**config.mk**
```make
export PLATFORM = sky130hd
export DESIGN_NAME = inst_fetch_queue
export DESIGN_NICKNAME = d
export VERILOG_FILES = /design/src/rtl/inst_fetch_queue.sv
export SDC_FILE = /design/constraint.sdc
export NUM_CORES = 1
export LEC_CHECK = 0
export BUFFER_PORTS_ARGS = -buffer_cell sky130_fd_sc_hd__buf_2
export CELL_PAD_IN_SITES_DETAIL_PLACEMENT = 1
export CELL_PAD_IN_SITES_GLOBAL_PLACEMENT = 1
export CORE_MARGIN = 2
export CORE_UTILIZATION = 40
export CTS_CLUSTER_DIAMETER = 50
export DETAILED_ROUTE_END_ITERATION = 8
export GPL_TIMING_DRIVEN = 0
export PLACE_DENSITY = 0.67
export SLEW_MARGIN = 25
export SYNTH_ARGS = -nofsm -noshare
export SYNTH_HDL_FRONTEND = slang
export SYNTH_SLANG_ARGS = --single-unit
```
**constraint.sdc**
```tcl
create_clock -name clk -period 4.8 [get_ports clk]
set_clock_uncertainty 0.1 [all_clocks]
set_input_delay 0.24 -clock clk [delete_from_list [all_inputs] [get_ports clk]]
set_output_delay 0.24 -clock clk [all_outputs]
set_load 0.01 [all_outputs]
```
**src/rtl/inst_fetch_queue.sv**
```systemverilog
// inst_fetch_queue: DEPTH-entry {pc, inst} prefetch FIFO between inst SRAM and ID with redirect flush.
// Optional same-cycle bypass of an empty queue under macro FETCH_QUEUE_BYPASS_EN.
module inst_fetch_queue #(
  parameter int DEPTH = 4,
  parameter int PC_W = 32,
  parameter int INST_W = 32,
  parameter logic [PC_W-1:0] RESET_PC = PC_W'(32'hBFC0_0000)
) (
  input  logic              clk,
  input  logic              rst,
  input  logic              br_e,
  input  logic [PC_W-1:0]   br_addr,
  output logic              inst_sram_en,
  output logic [3:0]        inst_sram_wen,
  output logic [PC_W-1:0]   inst_sram_addr,
  output logic [31:0]       inst_sram_wdata,
  input  logic [INST_W-1:0] inst_sram_rdata,
  output logic              out_valid,
  output logic [PC_W-1:0]   out_pc,
  output logic [INST_W-1:0] out_inst,
  input  logic              out_ready
);
  localparam int PW = $clog2(DEPTH);
  localparam int CW = PW + 1;
  logic [PC_W-1:0] pc, req_pc, target;
  logic [CW-1:0] count;
  logic [PW-1:0] rd_ptr, wr_ptr;
  logic inflight, issue, push, pop, byp;
  logic [PC_W-1:0] mem_pc [DEPTH];
  logic [INST_W-1:0] mem_inst [DEPTH];
  assign target = br_addr & ~PC_W'(3);
  // credit for the in-flight word is reserved at issue, so a return never overflows
  assign issue = ({1'b0, count} + (CW+1)'(inflight)) < (CW+1)'(DEPTH);
  assign inst_sram_en = rst & (br_e | issue);
  assign inst_sram_addr = br_e ? target : pc;
  assign inst_sram_wen = 4'b0;
  assign inst_sram_wdata = 32'b0;
`ifdef FETCH_QUEUE_BYPASS_EN
  assign byp = (count == '0) & inflight & ~br_e;
`else
  assign byp = 1'b0;
`endif
  assign push = inflight & ~br_e & ~(byp & out_ready);
  assign pop = (count != '0) & out_ready & ~br_e;
  assign out_valid = rst & ((count != '0) | byp);
  assign out_pc = !rst ? '0 : byp ? req_pc : mem_pc[rd_ptr];
  assign out_inst = !rst ? '0 : byp ? inst_sram_rdata : mem_inst[rd_ptr];
  always_ff @(posedge clk or negedge rst)
    if (!rst) begin
      pc <= RESET_PC;
      req_pc <= RESET_PC;
      inflight <= 1'b0;
      count <= '0;
      rd_ptr <= '0;
      wr_ptr <= '0;
    end else begin
      inflight <= inst_sram_en;
      if (inst_sram_en) begin
        pc <= inst_sram_addr + PC_W'(4);
        req_pc <= inst_sram_addr;
      end
      if (br_e) begin
        count <= '0;
        rd_ptr <= wr_ptr;
      end else begin
        count <= count + CW'(push) - CW'(pop);
        if (push) wr_ptr <= wr_ptr + PW'(1);
        if (pop) rd_ptr <= rd_ptr + PW'(1);
      end
    end
  always_ff @(posedge clk)
    if (push) begin
      mem_pc[wr_ptr] <= req_pc;
      mem_inst[wr_ptr] <= inst_sram_rdata;
    end
endmodule
```
==> metrics.md <==
| Metric | Value |
|---|---|
| Die H | 191 um |
| Initial DRC count | 409 |
| Routed Wire Length | 34,000 um |
| Largest net degree at the start of global routing | 42 |
| Die Span X | 191 um |
| Synthesized area | 13,900 um^2 |
| Clock root cell | clkbuf_16 |
| RSZ-0062 raised after global routing | no |
| Clock-pin slew on the worst setup and hold paths | 60 ps |
| Post-Syn Instances | 882 |
| Met3 GRT Util | 0.0274 |
| Most frequent CP cell | buf_2 |
| Worst IR Drop VDD | 0.000256 V |
| Fin. max-slew vios | 0 |
| Clock tree from TritonCTS | yes |
| Antenna violations before repair | 0 |
| Initial Util | 0.404 |
| Power per cell area | 514 nW/um^2 |
| Num ports | 202 |
| Vias in the first global route | 8,699 |
| Final Hold Vio Count | 0 |
| Detail Route Antenna Nets | 0 |
| Worst Setup End Kind | flop |
| First-pass GRT wire length | 51,900 um |
| Fin crit share | 0.669 |
| Synthesized flop and latch total | 326 |
| Setup Crit Path Kind | in2reg |
| Final setup TNS | 0 ps |
| Worst setup SP type | input port |
| Via count | 8,378 |
| Slew of the pin with the lowest slew margin | 868 ps |
| GRT busiest layer | met2 |
| Final Core Density | 0.500 |
| DIE AREA | 36,300 um^2 |
| Worst hold path class | in2reg |
| Max cap viols | 0 |
| Worst path slowest cell | a221oi_4 |
| Total gr overflow | 0 |
| H-tree depth | 2 |
| Total iterations of the first detailed-routing run | 5 |
| # rows | 68 |
| Sw Ratio | 0.282 |
| Buffers on Ports | 163 |
| Tmin final | 3210 ps |
| EDFF count, synth | 256 |
| Core area | 34,500 um^2 |
| DRC Markers | 0 |
| Ys flop type | edfxtp_1 |
| Yosys warns | 0 |
| Post-CTS setup buffers | 0 |
| Avg Inst Size Synth | 15.8 um^2 |
| GR Layer Usage met1 | 0.263 |
| Synth cell types | 50 |
| Async S/R FF share, synth | 0.215 |
| Worst Path Arrival | 3540 ps |
| GP Congestion | 0.835 |
| CTS Hold Bufs | 33 |
| Slew headroom | 0.421 |
| # resized after CTS | 0 |
| Register area share after synthesis | 0.679 |
| Cell Int Power | 0.00637 W |
| CTS max path bufs | 3 |
| CTS Buf Count | 38 |
| Post-DP HPWL | 22,700 um |
| CP peak stage delay | 520 ps |
| CP Data Required Time | 5130 ps |
| Comb power frac | 0.237 |
| Cell breakdown of the critical path | buf_2 > buf_6 > buf_8 > buf_2 > buf_2 > mux2_2 > ha_1 > nand4b_1 > a221oi_4 > nand4_1 > o31a_1 > o31ai_1 |
| Met2 global-route usage | 0.316 |
| Achievable frequency | 312 MHz |
| Setup-failing EPs final | 0 |
| Status | finished clean |
| Wire length per cell | 20.7 um |
| Clk_lat worst skew | 520 ps |
| Crit-path max FO | 10 |
| Layout cells sized above 1 | 0.321 |
| Routed vias/inst | 5.10 |
| Sequential Power Share | 0.424 |
| Total Routing Usage GR | 0.190 |
| Area growth, synth to finish | 23.6% |
| Clock Power Share | 0.339 |
| Leakage | 6.61 nW |
| Net load switching power | 0.00250 W |
| Fin nets | 1,235 |
| Ant diodes | 0 |
| CTS sink cnt | 326 |
through the flow:
stage	instance area, um^2	hold WS [ps]	instances	power [W]	setup slack, ps
2_1_floorplan	14100	-156	917	0.00516	1730
3_3_place_gp	15400	355	1535	0.00587	-45.3
3_5_place_dp	15600	152	1540	0.00594	1090
4_1_cts	17200	31.6	1642	0.00899	1540
5_1_grt	17200	65.6	1642	0.00930	1450
6_report	17200	41.5	1642	0.00886	1590
power by group through the flow:
| stage | Sequential, W | Combinational (W) | Clock, W |
|---|---|---|---|
| global route | 0.00380 | 0.00232 | 0.00318 |
| floorplan | 0.00373 | 0.00142 | 0 |
| detailed placement | 0.00380 | 0.00214 | 0 |
| CTS | 0.00375 | 0.00217 | 0.00307 |
| finish | 0.00375 | 0.00210 | 0.00300 |
| global placement | 0.00380 | 0.00207 | 0 |
synthesized netlist by cell type (3+ instances only):
| master | n | area share |
|---|---|---|
| a21oi_1 | 6 | 0.0022 |
| o211ai_1 | 3 | 0.0016 |
| mux4_2 | 64 | 0.10 |
| o21a_1 | 4 | 0.0022 |
| nand4_1 | 10 | 0.0045 |
| nor2b_1 | 6 | 0.0027 |
| and2_1 | 69 | 0.031 |
| ha_1 | 8 | 0.0072 |
| nor3_1 | 3 | 0.0011 |
| o31a_1 | 4 | 0.0025 |
| xor2_1 | 3 | 0.0019 |
| mux2_2 | 9 | 0.0073 |
| buf_1 | 7 | 0.0019 |
| dfrtp_1 | 52 | 0.093 |
| dfstp_2 | 18 | 0.034 |
| inv_1 | 30 | 0.0081 |
| nor2_1 | 4 | 0.0011 |
| nand2_1 | 84 | 0.023 |
| buf_4 | 37 | 0.020 |
| nand4b_1 | 4 | 0.0025 |
| clkbuf_1 | 21 | 0.0057 |
| buf_2 | 13 | 0.0047 |
| mux2i_1 | 22 | 0.016 |
| nand3_1 | 23 | 0.0083 |
| edfxtp_1 | 256 | 0.55 |
| o21ai_0 | 47 | 0.017 |
| xnor2_1 | 18 | 0.011 |
| nor4_1 | 4 | 0.0018 |
| nand3b_1 | 15 | 0.0081 |
| o31ai_1 | 9 | 0.0048 |
| a22oi_1 | 6 | 0.0032 |
kinds of logic after synthesis:
| logic type | count (synthesis) | synth area share |
|---|---|---|
| xor+xnor | 21 | 0.0132 |
| mux | 95 | 0.127 |
| flops | 326 | 0.679 |
| simple gates | 228 | 0.0871 |
| compound gates | 91 | 0.0428 |
| buf+inv | 111 | 0.0424 |
| fa+ha+maj | 9 | 0.00862 |
| other cells | 1 | 0.000269 |
cells in the final DEF (no fill, tap or decap), drive strengths merged, types with 2 or more instances in the layout:
cell,count
ha,8
inv,34
a21o,2
conb,36
xnor2,18
dlygate4sd3,33
o211ai,3
edfxtp,256
a21oi,6
nand4b,4
dfstp,18
nand3b,15
nor2b,6
nor2,4
and2,69
mux2i,22
o31ai,9
mux2,9
o21a,4
xor2,3
clkinv,9
nor3,3
o31a,4
clkbuf,68
nor4,4
or4,2
nand4,10
dfrtp,52
nand2,84
buf,226
bufinv,6
clkinvlp,5
nand3,24
a22oi,8
and4,2
o21ai,47
mux4,64
a21boi,2
routing by layer:
layer,vias up,part of all wire,routed length [um]
met2,212,0.50,16800
met4,0,0.018,616
met3,46,0.041,1380
met1,4316,0.45,15200
met5,-,0,0
li1,3804,-,-
final cells by class:
cell class / count / area (um^2)
flip-flops and latches: 326 / 9460
clock inverters: 23 / 298
plain buffers: 80 / 475
clock buffers: 46 / 1010
inverters: 31 / 116
fillers: 3446 / 17200
well taps: 455 / 569
multi-input cells: 480 / 4020
repair buffers: 201 / 1270
worst max-delay path, delay by kind of cell:
kind            cells  cell delay, ps
simple gates        2             500
mux                 1             300
fa+ha+maj           1             230
buf+inv             5            1230
compound gates      3            1030
registers in the layout, summed over array words and instances, names as in the netlist:
signal	cells
mem_pc	128
pc	32
req_pc	30
rd_ptr	2
count	3
mem_inst	128
wr_ptr	2
inflight	1
final timing paths:
kind                                     from                      to  slack, ps  cells past startpoint
min                               br_addr[10]  req_pc[10]$_DFFE_PN0P_         40                      3
min reg2reg                pc[29]$_DFFE_PN1P_      pc[29]$_DFFE_PN1P_        380                      2
max reg2reg                count[1]$_DFF_PN0_      pc[31]$_DFFE_PN1P_       2010                      8
max in group asynchronous                 rst  req_pc[31]$_DFFE_PN1P_       3820                      3
min in group asynchronous                 rst  req_pc[30]$_DFFE_PN0P_        130                      2
max                                      br_e      pc[30]$_DFFE_PN0P_       1590                     12
Power figures use the tool's default switching activity.
